$ cat config.mk
export PLATFORM = sky130hd
export DESIGN_NAME = if_id_stall_ctrl
export DESIGN_NICKNAME = d
export VERILOG_FILES = /design/src/rtl/if_id_stall_ctrl_pkg.sv /design/src/rtl/if_id_stall_ctrl_pipe_reg.sv /design/src/rtl/if_id_stall_ctrl.sv
export SDC_FILE = /design/constraint.sdc
export NUM_CORES = 1
export LEC_CHECK = 0
export CORE_UTILIZATION = 45
export DETAILED_ROUTE_END_ITERATION = 10
export GPL_ROUTABILITY_DRIVEN = 0
export GPL_TIMING_DRIVEN = 0
export PLACE_DENSITY = 0.91
export SETUP_SLACK_MARGIN = 0.5
export SYNTH_ARGS = -nofsm -noshare
export SYNTH_HDL_FRONTEND = slang
export SYNTH_SLANG_ARGS = --single-unit
$ cat constraint.sdc
create_clock -name clk_i -period 5 [get_ports clk_i]
set_input_delay 0.5 -clock clk_i [delete_from_list [all_inputs] [get_ports clk_i]]
set_output_delay 0.5 -clock clk_i [all_outputs]
set_load 0.02 [all_outputs]
$ cat src/rtl/if_id_stall_ctrl_pkg.sv
// Shared front-end definitions for the 5-stage MIPS core: state encoding,
// instruction width, NOP encoding and the fetch PC increment.
package if_id_stall_ctrl_pkg;

  localparam int INST_W = 32;

  localparam logic [INST_W-1:0] NOP_ENC = 32'h0000_0000;

  localparam logic [1:0] ST_IDLE    = 2'd0;
  localparam logic [1:0] ST_RUN     = 2'd1;
  localparam logic [1:0] ST_LDSTALL = 2'd2;
  localparam logic [1:0] ST_MEMWAIT = 2'd3;

  // Modular increment: the carry out of bit 31 is intentionally dropped.
  function automatic logic [INST_W-1:0] pc_plus4(input logic [INST_W-1:0] pc);
    return pc + 32'd4;
  endfunction

endpackage

$ cat src/rtl/if_id_stall_ctrl_pipe_reg.sv
// Generic pipeline register: synchronous active-low reset, hold enable and a
// flush-load value that takes precedence over a normal capture.
module pipe_reg_en #(
  parameter int           W       = 32,
  parameter logic [W-1:0] RST_VAL = '0
) (
  input  logic         clk_i,
  input  logic         rst_i,
  input  logic         en_i,
  input  logic         flush_i,
  input  logic [W-1:0] flush_val_i,
  input  logic [W-1:0] d_i,
  output logic [W-1:0] q_o
);

  logic [W-1:0] q_q;

  // NOTE: sequential state uses non-blocking (<=) so every register samples
  // pre-edge values regardless of always_ff evaluation order.
  always_ff @(posedge clk_i) begin
    if (!rst_i)       q_q <= RST_VAL;
    else if (flush_i) q_q <= flush_val_i;
    else if (en_i)    q_q <= d_i;
  end

  assign q_o = q_q;

endmodule

$ cat src/rtl/if_id_stall_ctrl.sv
// IF/ID pipeline register with the stall/flush sequencer that decides PC
// advance, IF/ID capture/hold/flush and ID/EX bubble; plus a stall counter.
module if_id_stall_ctrl
  import if_id_stall_ctrl_pkg::*;
#(
  parameter logic [INST_W-1:0] NOP_INST = NOP_ENC,
  parameter int                CNT_W    = 16
) (
  input  logic              clk_i,
  input  logic              rst_i,
  input  logic              start_i,
  input  logic              hazard_stall_i,
  input  logic              flush_i,
  input  logic              mem_busy_i,
  input  logic [INST_W-1:0] pc_i,
  input  logic [INST_W-1:0] inst_i,
  output logic              pc_write_o,
  output logic              id_ex_bubble_o,
  output logic [INST_W-1:0] if_id_pc_o,
  output logic [INST_W-1:0] if_id_inst_o,
  output logic              if_id_valid_o,
  output logic [CNT_W-1:0]  stall_cnt_o
);

  logic [1:0]       state_q, state_d;
  logic [CNT_W-1:0] cnt_q, cnt_d;
  logic             run_eval;
  logic             load;
  logic             squash;

  // MEMWAIT with memory released is evaluated exactly like RUN.
  assign run_eval = (state_q == ST_RUN) || (state_q == ST_LDSTALL) ||
                    ((state_q == ST_MEMWAIT) && !mem_busy_i);

  // NOTE: every always_comb output gets a default first so no path can
  // leave a value unassigned and infer a latch.
  always_comb begin
    pc_write_o     = 1'b0;
    id_ex_bubble_o = 1'b0;
    load           = 1'b0;
    squash         = 1'b0;
    state_d        = state_q;
    if (run_eval) begin
      if (mem_busy_i) begin
        state_d = ST_MEMWAIT;
      end else if (flush_i) begin
        pc_write_o = 1'b1;
        squash     = 1'b1;
        state_d    = ST_RUN;
      end else if (hazard_stall_i) begin
        id_ex_bubble_o = 1'b1;
        state_d        = ST_LDSTALL;
      end else begin
        pc_write_o = 1'b1;
        load       = 1'b1;
        state_d    = ST_RUN;
      end
    end else if ((state_q == ST_IDLE) && start_i) begin
      state_d = ST_RUN;
    end
    if (!start_i) state_d = ST_IDLE;
  end

  always_comb begin
    cnt_d = cnt_q;
    if ((state_q != ST_IDLE) && !pc_write_o && !(&cnt_q)) cnt_d = cnt_q + 1'b1;
  end

  // NOTE: only control state is reset here; the IF/ID datapath registers
  // get their defined reset values inside pipe_reg_en.
  always_ff @(posedge clk_i) begin
    if (!rst_i) begin
      state_q <= ST_IDLE;
      cnt_q   <= '0;
    end else begin
      state_q <= state_d;
      cnt_q   <= cnt_d;
    end
  end

  assign stall_cnt_o = cnt_q;

  pipe_reg_en #(.W(INST_W), .RST_VAL(NOP_INST)) u_inst_reg (
    .clk_i       (clk_i),
    .rst_i       (rst_i),
    .en_i        (load),
    .flush_i     (squash),
    .flush_val_i (NOP_INST),
    .d_i         (inst_i),
    .q_o         (if_id_inst_o)
  );

  // A flush leaves the PC field untouched, so it only ever captures.
  pipe_reg_en #(.W(INST_W), .RST_VAL('0)) u_pc_reg (
    .clk_i       (clk_i),
    .rst_i       (rst_i),
    .en_i        (load),
    .flush_i     (1'b0),
    .flush_val_i ({INST_W{1'b0}}),
    .d_i         (pc_plus4(pc_i)),
    .q_o         (if_id_pc_o)
  );

  pipe_reg_en #(.W(1), .RST_VAL(1'b0)) u_valid_reg (
    .clk_i       (clk_i),
    .rst_i       (rst_i),
    .en_i        (load),
    .flush_i     (squash),
    .flush_val_i (1'b0),
    .d_i         (1'b1),
    .q_o         (if_id_valid_o)
  );

endmodule

==> results.ini <==
[floorplanning]
die_w_um = 94.93
die-height_um = 94.93
pin_count = 153
core_area_sq_um = 8299
fp.dieArea_sq_um = 9012
rows = 33
initial_core_util_pct = 46.83

[cells_and_area]
fillers = 668
drive_gt1_share_pct = 5.956
final_cell_count_no_fill = 743
n_antenna_cell = 0
utilization_pct = 69.27
finalNetCount = 708
final_area_sq_um = 5749
area_growth_pct = 47.94

[clock_network]
numCtsBuffers = 9
clockRootBuffer = clkbuf_8
cts_tree = yes
cts_hold_buf = 0
clock-sinks = 83
h-tree-depth = 3
clkTransAtPathRegs_ns = 0.08
clk_path_buf_depth = 2
cts_setup_buffers = 0
cts_resized = 0
clkLatencyLatePin_ns = 0.35

[yosys]
syn-cell-area_sq_um = 3886
ys_ff_latch = 83
syn-num-nets = 547
avgSynthCellArea_sq_um = 8.216
synth-edff-count = 0
seq_area_frac_synth_pct = 42.76
synth_cells = 473
yosys_warnings = 0
synth_ff_type = dfxtp_1
post_synth_num_cell_types = 45
async_flop_share_pct = 0

[timing]
clock_skew_ns = 0.01084
fmax_mhz = 363.2
setup_viol = 0
rsz0062_at_grt = false
setup_tns_ns = 0
hold_violations = 0
tightest_slew_ns = 0.5678
timing.final.crit_share_pct = 55.06
slew_violations = 0
min_period_ns = 2.753
relSlewSlack_pct = 61.90

[power]
power.total_mw = 1.448
switching_share_pct = 24.01
irDropWorstVdd_mv = 0.1635
p_int_mw = 1.100
seq_power_share_pct = 47.3
switching_power_mw = 0.3477
p_comb_share_pct = 13.5
p_clk_share_pct = 39.2
power_density_nw_per_um2 = 251.9
leakagePower_nw = 1.937

[outcome]
status = completed

[worst_setup_path]
crit_family = buffers and inverters
crit_buf_inv = 2
critPathCaptureType = output port
slowest_stage = clkdlybuf4s50_1
critical_path.max_stage_delay_ns = 0.68
cp_cell_sequence = inv_1, ha_1, o21bai_4, nor3b_1, clkdlybuf4s50_1
cp_max_fo = 8
worstPathArrival_ns = 2.25
crit_type = reg -> out
crit_required_ns = 4.50
critPathLaunchType = flip-flop

[placement]
dpl_cell_area_sq_um = 5519
port_buffers = 150
dp.cells = 728
dp_hpwl_mm = 8.780

[drt]
vias = 4134
first_pass_iters = 4
final_antenna_net_count = 0
routedWlPerCell_um = 15.80
drcViolationCount = 0
avgViaCountPerCell = 5.564
routed_wirelength_mm = 11.74
drtIter0Drc = 184

[global_routing]
grt-ovfl-total = 0
grt_start_max_net_pins = 14
antenna_found_initial = 0
gr-usage-all-layers_pct = 25.97
grt_first_pass_wirelength_mm = 18.20
grt_pass1_vias = 3856

[worst_hold_path]
hold_path_class = reg -> reg

[flow_run]
cap_violations = 0

[final cells by class]
| type | instances | area, sq um | share of cell area, % |
|---|---|---|---|
| inverter | 12 | 45.04 | 0.7835 |
| timing repair buffer | 150 | 1501 | 26.12 |
| buffer | 31 | 143.9 | 2.503 |
| multi-input combinational | 347 | 2036 | 35.41 |
| tap | 105 | 131.4 | 2.285 |
| clock inverter | 5 | 102.6 | 1.785 |
| clock buffer | 10 | 127.6 | 2.220 |
| sequential | 83 | 1662 | 28.90 |
[tightest hold or removal path, stage by stage (launching register included)]
cell and delay [ns]:
dfxtp_1 0.31, nand2_1 0.05, a21oi_1 0.05
[cells by family (layout without fill, tap and decap cells)]
| kind of cell | Yosys count | after routing | share of synthesized area (%) |
|---|---|---|---|
| AO/OA/AOI/OAI | 118 | 118 | 19.61 |
| XOR/XNOR | 14 | 14 | 3.155 |
| adder cells (fa/ha/maj) | 4 | 4 | 1.288 |
| buffers and inverters | 43 | 208 | 4.861 |
| flip-flops | 83 | 83 | 42.76 |
| multiplexers | 8 | 8 | 2.061 |
| AND/OR/NAND/NOR | 203 | 203 | 26.27 |
[cells in the mapped netlist, types with 8 or more instances]
cell type | n | area share (%)
nand2_1 | 92 | 8.9
and4_1 | 14 | 3.2
nand3_1 | 17 | 2.2
dfxtp_1 | 83 | 43
buf_2 | 10 | 1.3
clkbuf_1 | 18 | 1.7
nor2_1 | 14 | 1.4
nand4_1 | 11 | 1.8
xnor2_1 | 12 | 2.7
o21ai_0 | 22 | 2.8
nor3_1 | 20 | 2.6
a21oi_1 | 51 | 6.6
mux2i_1 | 8 | 2.1
inv_1 | 11 | 1.1
a211oi_1 | 22 | 4.2
[through the flow]
| stage | setup slack [ns] | hold slack (ns) |
|---|---|---|
| detailed placement | 2.302 | 0.4457 |
| CTS | 2.238 | 0.4565 |
| floorplan | 3.070 | 0.5064 |
| global placement | 2.354 | 0.4427 |
| global route | 2.159 | 0.4743 |
| finish | 2.247 | 0.4563 |
[path summary, 6_finish.rpt]
kind | depth (start not counted) | startpoint | slack [ns] | to
max | 5 | state_q[0] | 2.25 | id_ex_bubble_o
min | 2 | u_inst_reg.q_o[21] | 0.46 | u_inst_reg.q_o[21]
max reg2reg | 8 | state_q[0] | 2.65 | u_pc_reg.q_o[19]
min reg2reg | 2 | u_inst_reg.q_o[21] | 0.46 | u_inst_reg.q_o[21]
[sequential cells by signal, summed over array words and instances (netlist names)]
signal and cells:
u_valid_reg.q_o 1, stall_cnt_o 16, u_inst_reg.q_o 32, state_q 2
u_pc_reg.q_o 32
[layout by cell type, fill, tap and decap left out, types with 3 or more instances in the layout]
master,count
clkdlybuf4s50_1,150
nand2_1,92
dfxtp_1,83
a21oi_1,51
o21ai_0,22
a211oi_1,22
nor3_1,20
clkbuf_1,19
nand3_1,17
nor2_1,14
and4_1,14
xnor2_1,12
inv_1,11
nand4_1,11
buf_2,10
clkbuf_8,9
mux2i_1,8
nand2b_1,7
nor4_1,7
and3_1,5
or4_1,4
ha_1,4
o31ai_1,3
and2_1,3
o41ai_1,3
a211o_1,3
bufinv_16,3
[power by group through the flow]
stage / Combinational (mW) / Sequential [mW] / Clock [mW]
2_1_floorplan: 0.0672 / 0.714 / 0
3_3_place_gp: 0.190 / 0.699 / 0
3_5_place_dp: 0.194 / 0.700 / 0
4_1_cts: 0.195 / 0.684 / 0.575
5_1_grt: 0.211 / 0.686 / 0.599
6_report: 0.196 / 0.684 / 0.568
[routing by layer]
metal,track usage [%],vias to the layer above,share of wire [%]
li1,-,2028,-
met1,31.56,1901,42
met2,45.50,182,50
met3,4.187,23,6.0
met4,10.23,0,2.0
met5,0,-,0
No activity file was read; power rests on OpenSTA's default activity.
